<file path="config.mk">
export PLATFORM = sky130hd
export DESIGN_NAME = spi_slave_port
export DESIGN_NICKNAME = d
export VERILOG_FILES = /design/src/rtl/spi_slave_pkg.sv /design/src/rtl/spi_sync_edge.sv /design/src/rtl/spi_slave_port.sv
export SDC_FILE = /design/constraint.sdc
export NUM_CORES = 1
export LEC_CHECK = 0
export BUFFER_PORTS_ARGS = -buffer_cell sky130_fd_sc_hd__buf_2
export CORE_MARGIN = 2
export CORE_UTILIZATION = 50
export DETAILED_ROUTE_END_ITERATION = 10
export MAX_ROUTING_LAYER = met4
export PLACE_DENSITY = 0.69
export SYNTH_ARGS = -nofsm -noshare
export SYNTH_HDL_FRONTEND = slang
export SYNTH_SLANG_ARGS = --single-unit
</file>
<file path="constraint.sdc">
create_clock -name clk -period 2.4 [get_ports clk]
set_input_delay 0.36 -clock clk [delete_from_list [all_inputs] [get_ports clk]]
set_output_delay 0.36 -clock clk [all_outputs]
set_load 0.01 [all_outputs]
</file>
<file path="src/rtl/spi_slave_pkg.sv">
// Shared types and sizes for the SPI slave port.
package spi_slave_pkg;

  localparam int FRAME_W = 8;
  localparam int CNT_W   = 3;

  typedef enum logic {
    ST_IDLE   = 1'b0,
    ST_ACTIVE = 1'b1
  } state_e;

endpackage

</file>
<file path="src/rtl/spi_sync_edge.sv">
// Multi-flop synchronizer for one asynchronous input with rise/fall pulses.
// Edges are taken between the synchronizer output and a one-cycle-delayed
// copy of it. Edge pulses are held off after reset until the chain and the
// delayed copy both hold genuinely sampled input, so a line that sits away
// from its reset level never produces a phantom edge.
module spi_sync_edge #(
  parameter int   SYNC_STAGES = 2,
  parameter logic RST_VAL     = 1'b0
) (
  input  logic clk,
  input  logic rst,
  input  logic d_i,
  output logic rise_o,
  output logic fall_o
);

  logic [SYNC_STAGES-1:0] sync_q;
  logic                   prev_q;
  logic [SYNC_STAGES:0]   live_q;
  logic                   lvl;

  assign lvl = sync_q[SYNC_STAGES-1];

  // Synchronizer chain, delayed copy for edge detect, and post-reset warm-up.
  always_ff @(posedge clk) begin
    if (rst) begin
      sync_q <= {SYNC_STAGES{RST_VAL}};
      prev_q <= RST_VAL;
      live_q <= '0;
    end else begin
      sync_q[0] <= d_i;
      for (int i = 1; i < SYNC_STAGES; i++) sync_q[i] <= sync_q[i-1];
      prev_q    <= lvl;
      live_q[0] <= 1'b1;
      for (int i = 1; i <= SYNC_STAGES; i++) live_q[i] <= live_q[i-1];
    end
  end

  assign rise_o = live_q[SYNC_STAGES] &  lvl & ~prev_q;
  assign fall_o = live_q[SYNC_STAGES] & ~lvl &  prev_q;

endmodule

</file>
<file path="src/rtl/spi_slave_port.sv">
// SPI mode-0 slave, MSB first, 8-bit frames, oversampled by clk.
// One-deep TX buffer feeds the TX shifter; received bytes are presented on
// rx_data with a one-cycle rx_valid pulse.
module spi_slave_port
  import spi_slave_pkg::*;
#(
  parameter int                 SYNC_STAGES = 2,
  parameter logic [FRAME_W-1:0] IDLE_BYTE   = 8'h00
) (
  input  logic               clk,
  input  logic               rst,
  input  logic               sclk,
  input  logic               cs,
  input  logic               mosi,
  output logic               miso,
  output logic               miso_oe,
  input  logic [FRAME_W-1:0] tx_data,
  input  logic               tx_load,
  output logic               tx_ready,
  output logic [FRAME_W-1:0] rx_data,
  output logic               rx_valid,
  output logic               tx_underrun,
  output logic               frame_err,
  output logic               busy
);

  logic sclk_rise, sclk_fall, cs_rise, cs_fall;
  logic [SYNC_STAGES-1:0] mosi_sync_q;
  logic mosi_s;

  state_e             state_q;
  logic [CNT_W-1:0]   bit_cnt_q;
  logic [FRAME_W-2:0] rx_shift_q;
  // miso_q is the shifter MSB; tx_shift_q holds the bits still to follow.
  logic [FRAME_W-2:0] tx_shift_q;
  logic [FRAME_W-1:0] buf_q;
  logic               tx_ready_q;
  logic [FRAME_W-1:0] rx_data_q;
  logic               rx_valid_q, underrun_q, frame_err_q, busy_q;
  logic               miso_q, miso_oe_q;

  logic [FRAME_W-1:0] reload_byte_d;
  logic               reload_from_buf_d, reload_underrun_d, do_reload_d;
  logic [FRAME_W-1:0] rx_next_d;

  spi_sync_edge #(.SYNC_STAGES(SYNC_STAGES), .RST_VAL(1'b0)) u_sclk_sync (
    .clk    (clk),
    .rst    (rst),
    .d_i    (sclk),
    .rise_o (sclk_rise),
    .fall_o (sclk_fall)
  );

  spi_sync_edge #(.SYNC_STAGES(SYNC_STAGES), .RST_VAL(1'b1)) u_cs_sync (
    .clk    (clk),
    .rst    (rst),
    .d_i    (cs),
    .rise_o (cs_rise),
    .fall_o (cs_fall)
  );

  // Level-only synchronizer for mosi; it is sampled on sclk rise events.
  always_ff @(posedge clk) begin
    if (rst) begin
      mosi_sync_q <= '0;
    end else begin
      mosi_sync_q[0] <= mosi;
      for (int i = 1; i < SYNC_STAGES; i++) mosi_sync_q[i] <= mosi_sync_q[i-1];
    end
  end

  assign mosi_s = mosi_sync_q[SYNC_STAGES-1];

  // Reload source selection: full buffer first, then a same-cycle tx_load
  // bypass, otherwise the idle byte (an underrun).
  always_comb begin
    reload_byte_d     = IDLE_BYTE;
    reload_from_buf_d = 1'b0;
    reload_underrun_d = 1'b0;
    if (!tx_ready_q) begin
      reload_byte_d     = buf_q;
      reload_from_buf_d = 1'b1;
    end else if (tx_load) begin
      reload_byte_d     = tx_data;
    end else begin
      reload_underrun_d = 1'b1;
    end
    do_reload_d = ((state_q == ST_IDLE) && cs_fall) ||
                  ((state_q == ST_ACTIVE) && !cs_rise && sclk_fall && (bit_cnt_q == '0));
    rx_next_d   = {rx_shift_q, mosi_s};
  end

  // Frame FSM with TX buffer, shifters and registered outputs.
  always_ff @(posedge clk) begin
    if (rst) begin
      state_q     <= ST_IDLE;
      bit_cnt_q   <= '0;
      tx_ready_q  <= 1'b1;
      rx_data_q   <= '0;
      rx_valid_q  <= 1'b0;
      underrun_q  <= 1'b0;
      frame_err_q <= 1'b0;
      busy_q      <= 1'b0;
      miso_q      <= 1'b0;
      miso_oe_q   <= 1'b0;
    end else begin
      rx_valid_q  <= 1'b0;
      underrun_q  <= 1'b0;
      frame_err_q <= 1'b0;

      if (do_reload_d) begin
        tx_shift_q <= reload_byte_d[FRAME_W-2:0];
        miso_q     <= reload_byte_d[FRAME_W-1];
        underrun_q <= reload_underrun_d;
        if (reload_from_buf_d) tx_ready_q <= 1'b1;
      end else if (tx_load && tx_ready_q) begin
        buf_q      <= tx_data;
        tx_ready_q <= 1'b0;
      end

      unique case (state_q)
        ST_IDLE: begin
          if (cs_fall) begin
            state_q   <= ST_ACTIVE;
            bit_cnt_q <= '0;
            miso_oe_q <= 1'b1;
            busy_q    <= 1'b1;
          end
        end
        ST_ACTIVE: begin
          if (cs_rise) begin
            // Any partial RX byte is simply abandoned; rx_data is untouched.
            state_q     <= ST_IDLE;
            bit_cnt_q   <= '0;
            miso_q      <= 1'b0;
            miso_oe_q   <= 1'b0;
            busy_q      <= 1'b0;
            frame_err_q <= (bit_cnt_q != '0);
          end else begin
            if (sclk_rise) begin
              rx_shift_q <= rx_next_d[FRAME_W-2:0];
              bit_cnt_q  <= bit_cnt_q + CNT_W'(1);
              if (bit_cnt_q == '1) begin
                rx_data_q  <= rx_next_d;
                rx_valid_q <= 1'b1;
              end
            end
            if (sclk_fall && (bit_cnt_q != '0)) begin
              miso_q     <= tx_shift_q[FRAME_W-2];
              tx_shift_q <= {tx_shift_q[FRAME_W-3:0], 1'b0};
            end
          end
        end
        default: state_q <= ST_IDLE;
      endcase
    end
  end

  assign miso        = miso_q;
  assign miso_oe     = miso_oe_q;
  assign tx_ready    = tx_ready_q;
  assign rx_data     = rx_data_q;
  assign rx_valid    = rx_valid_q;
  assign tx_underrun = underrun_q;
  assign frame_err   = frame_err_q;
  assign busy        = busy_q;

endmodule

</file>
==> results.txt <==
The clock tree synthesis step divided the H-tree into 2 levels. In this run the power density over the cells is 663 mW/mm^2. The tools report the net count of the finished layout as 222. The total of warnings raised by yosys was 0. STA classifies the critical path endpoint as a flip-flop. The leakage power summed over all cells was 0.939 nW. For the max-slew headroom at the worst pin, the log shows 67.1%.

The kind of critical path was flip-flop to flip-flop. The class of the tightest hold or removal check is primary input to flip-flop. Across the VDD grid, the largest voltage drop is 358 uV.

The startpoint identified for the worst register-to-register timing path is bit_cnt_q[0]. The congestion estimate from routability-driven global placement came to 0.870. The flow ran to the end, and the final reports show no timing, DRC or antenna violations. The number of failing hold endpoints at the final stage came out at 0. The pin slew with the least headroom to its limit is 490 ps. The synthesized netlist occupies a cell area of 0.00205 sq mm. On the final layout, the worst clock skew is 4.39 ps. The register bit total from synthesis was 51; the average via count per standard cell was 5.34. For the core footprint, the log shows 0.00397 sq mm.

Via count of the first global-routing pass: 1248. The number of antenna violations at the first check in global routing was 0. The number of cells upsized or downsized after cts was 0; the later-pin clock latency in the skew report was 290 ps. From bottom edge to top edge, the die measures 68.0 um. The total negative slack for setup checks was 0 ps; the count of TritonRoute iterations in the first routing pass was 6. 29 I/O pins were placed.

The average detailed-routed wire length per instance was 13.7 um. The post-placement worst setup slack was 351 ps. The aggregate global-route resource usage is 17.4%, and the synthesis-to-finish area growth is 12.5%. The start point of the critical path was bit_cnt_q[0]. Post-CTS timing repair inserted 0 buffers for setup.

The average cell area after synthesis was 11.6 sq um; the number of inserted filler cells in the final layout was 348. The via count of the routed design is 1366, and the remaining number of nets flagged by the antenna check after routing is 0. The cell sitting at the root of the clock tree is a sky130_fd_sc_hd__clkbuf_8. Total grt overflow: 0. Clock tree synthesis inserted a total of 5 buffers. The post-route netlist has 21.4% of its cells at a drive strength greater than 1.

Once routing completed, OpenROAD measured the worst setup slack at 357 ps. The floorplan has 23 rows. Data on the critical path is required at its endpoint by 2370 ps.

The run gives 0 as the post-detailed-route DRC marker count. The tools report the number of hold buffers added after CTS as 0. TritonCTS built the clock tree. Setup repair after global routing left no endpoint under its margin.

STA puts the critical path data arrival time at 2010 ps. The clock net in this run drives a total of 51 sinks. In the layout the commonest cells are sky130_fd_sc_hd__dfxtp_1 (29), sky130_fd_sc_hd__buf_2 (28), sky130_fd_sc_hd__nor2_1 (22), sky130_fd_sc_hd__edfxtp_1 (22), sky130_fd_sc_hd__nor2b_1 (13). Leaving out fill and tap cells, the most frequent cell in the layout is sky130_fd_sc_hd__dfxtp_1.

The first global-routing pass estimated 5710 um of wire. Subtracting the final worst setup slack from the clock period gives 2040 ps. The floorplan step defined a die boundary enclosing 0.00462 sq mm. The count of unique library cells instantiated by Yosys was 40; the largest driver fanout on the critical path was 17. STA classifies the critical path startpoint as a flip-flop. The first-iteration detailed-routing DRC count was 101; the floorplan die width was 68.0 um. The post-synthesis sequential area ratio is 60.6%. The fraction of the cycle the final worst path needs was 85.1%; the total routed wirelength was 3520 um. The number of diodes is 0, and the post-DP HPWL is 2510 um. For the maximum number of pins on one net before global-route repair, the log shows 28. The maximum root-to-sink buffer count was 2. The gate count after technology mapping came out at 177. Setup violations remaining at the end of the flow were counted as 0. The number of nets in the synthesized netlist is 194.

For the fmax, the log shows 0.490 GHz. The startpoint identified for the worst hold timing path is cs. The number of pins exceeding their max-slew limit in the final report was 0; the number of buffers added on ports was 28. The clock-pin slew on the worst setup and hold paths is 80 ps, and the initial cell density of the core is 51.6%. The run gives 0 as the count of max-cap constraint violations.
==> path summary, 6_finish.rpt <==
| path | end | slack [ps] | depth (start not counted) |
|---|---|---|---|
| setup reg to reg | buf_q[2] | 360 | 5 |
| hold / removal | u_cs_sync.sync_q[0] | 240 | 2 |
| hold reg to reg | u_cs_sync.sync_q[1] | 420 | 1 |
| setup / recovery | buf_q[2] | 360 | 5 |
==> cells by family after synthesis <==
family	synth area share [%]
AOI/OAI and AO/OA	11.2
muxes	3.91
DFF	60.6
adders and majority gates	1.83
buffers and inverters	3.54
and+or+nand+nor	18.9
==> registers in the layout (all words and copies together) (netlist names), 2 cells and up <==
signal / cells
rx_data: 8
tx_shift_q: 7
u_cs_sync.sync_q: 2
bit_cnt_q: 3
mosi_sync_q: 2
rx_shift_q: 7
buf_q: 8
u_sclk_sync.sync_q: 2
u_sclk_sync.live_q: 3
==> critical path: stages, from the launching register on <==
cell	delay, ps
sky130_fd_sc_hd__dfxtp_1	380
sky130_fd_sc_hd__inv_1	70
sky130_fd_sc_hd__ha_1	200
sky130_fd_sc_hd__nor2b_1	190
sky130_fd_sc_hd__a31oi_4	410
sky130_fd_sc_hd__and4_1	470
==> power breakdown <==
part | internal [mW] | switching, mW | leakage (nW)
Clock | 0.233 | 0.249 | 0.0482
Sequential | 0.933 | 0.0208 | 0.442
Combinational | 0.0438 | 0.0495 | 0.449
Total | 1.21 | 0.319 | 0.939
==> Yosys cell counts <==
| cell type | count | area, sq um |
|---|---|---|
| sky130_fd_sc_hd__buf_6 | 1 | 11.3 |
| sky130_fd_sc_hd__nor2_1 | 22 | 82.6 |
| sky130_fd_sc_hd__and4_1 | 1 | 8.76 |
| sky130_fd_sc_hd__a21oi_1 | 6 | 30.0 |
| sky130_fd_sc_hd__and2_1 | 4 | 25.0 |
| sky130_fd_sc_hd__a221oi_1 | 6 | 52.6 |
| sky130_fd_sc_hd__nand3b_1 | 1 | 7.51 |
| sky130_fd_sc_hd__nor2b_1 | 13 | 81.3 |
| sky130_fd_sc_hd__nand4b_1 | 1 | 8.76 |
| sky130_fd_sc_hd__o21bai_1 | 1 | 7.51 |
| sky130_fd_sc_hd__or2_2 | 3 | 18.8 |
| sky130_fd_sc_hd__mux2i_1 | 8 | 80.1 |
| sky130_fd_sc_hd__ha_1 | 3 | 37.5 |
| sky130_fd_sc_hd__nand2b_1 | 4 | 25.0 |
| sky130_fd_sc_hd__or4_4 | 1 | 11.3 |
| sky130_fd_sc_hd__edfxtp_1 | 22 | 661 |
| sky130_fd_sc_hd__nand2_1 | 5 | 18.8 |
| sky130_fd_sc_hd__buf_4 | 3 | 22.5 |
| sky130_fd_sc_hd__a211oi_1 | 7 | 52.6 |
| sky130_fd_sc_hd__clkbuf_1 | 3 | 11.3 |
| sky130_fd_sc_hd__nand2_2 | 1 | 6.26 |
| sky130_fd_sc_hd__nor4_1 | 3 | 18.8 |
| sky130_fd_sc_hd__o22ai_1 | 1 | 6.26 |
| sky130_fd_sc_hd__a21boi_0 | 1 | 7.51 |
| sky130_fd_sc_hd__inv_1 | 4 | 15.0 |
| sky130_fd_sc_hd__a22oi_1 | 1 | 7.51 |
| sky130_fd_sc_hd__nor3_2 | 1 | 10.0 |
| sky130_fd_sc_hd__dfxtp_1 | 29 | 581 |
| sky130_fd_sc_hd__a31oi_4 | 1 | 21.3 |
| sky130_fd_sc_hd__o21ai_0 | 5 | 25.0 |
| sky130_fd_sc_hd__o211ai_1 | 1 | 7.51 |
| sky130_fd_sc_hd__nand3_1 | 2 | 10.0 |
| sky130_fd_sc_hd__and4b_1 | 1 | 10.0 |
| sky130_fd_sc_hd__nor3_1 | 4 | 20.0 |
| sky130_fd_sc_hd__and3_1 | 2 | 12.5 |
| sky130_fd_sc_hd__a2111o_1 | 1 | 11.3 |
| sky130_fd_sc_hd__buf_2 | 1 | 5.00 |
| sky130_fd_sc_hd__clkinv_1 | 1 | 3.75 |
| sky130_fd_sc_hd__buf_1 | 1 | 3.75 |
| sky130_fd_sc_hd__and4bb_1 | 1 | 12.5 |
==> routing by layer <==
layer / global-route usage (%) / vias up / share of wire (%)
met1: 23.3 / 639 / 48
met5: - / - / 0
li1: - / 688 / -
met4: 6.00 / 0 / 1.3
met2: 25.5 / 33 / 46
met3: 4.93 / 6 / 4.6
==> layout make-up <==
cell class | instances | area (sq um) | area share (%)
clock buffers | 7 | 86.3 | 3.75
clock inverters | 1 | 5.00 | 0.217
inverters | 5 | 18.8 | 0.815
multi-input cells | 112 | 734 | 31.9
flip-flops and latches | 51 | 1240 | 53.9
well taps | 50 | 62.6 | 2.72
repair buffers | 30 | 155 | 6.74
==> stage by stage <==
stage | instances | cell area (sq um) | hold slack, ps | util, % | total power, mW
2_1_floorplan | 177 | 2050 | 389 | - | 1.03
3_3_place_gp | 248 | 2210 | 407 | 55.7 | 1.06
3_5_place_dp | 248 | 2210 | 398 | 55.7 | 1.07
4_1_cts | 256 | 2300 | 237 | 58.0 | 1.55
5_1_grt | 256 | 2300 | 228 | 58.0 | 1.61
6_report | 256 | 2300 | 245 | 58.0 | 1.53
No activity file was read; power rests on OpenSTA's default activity.
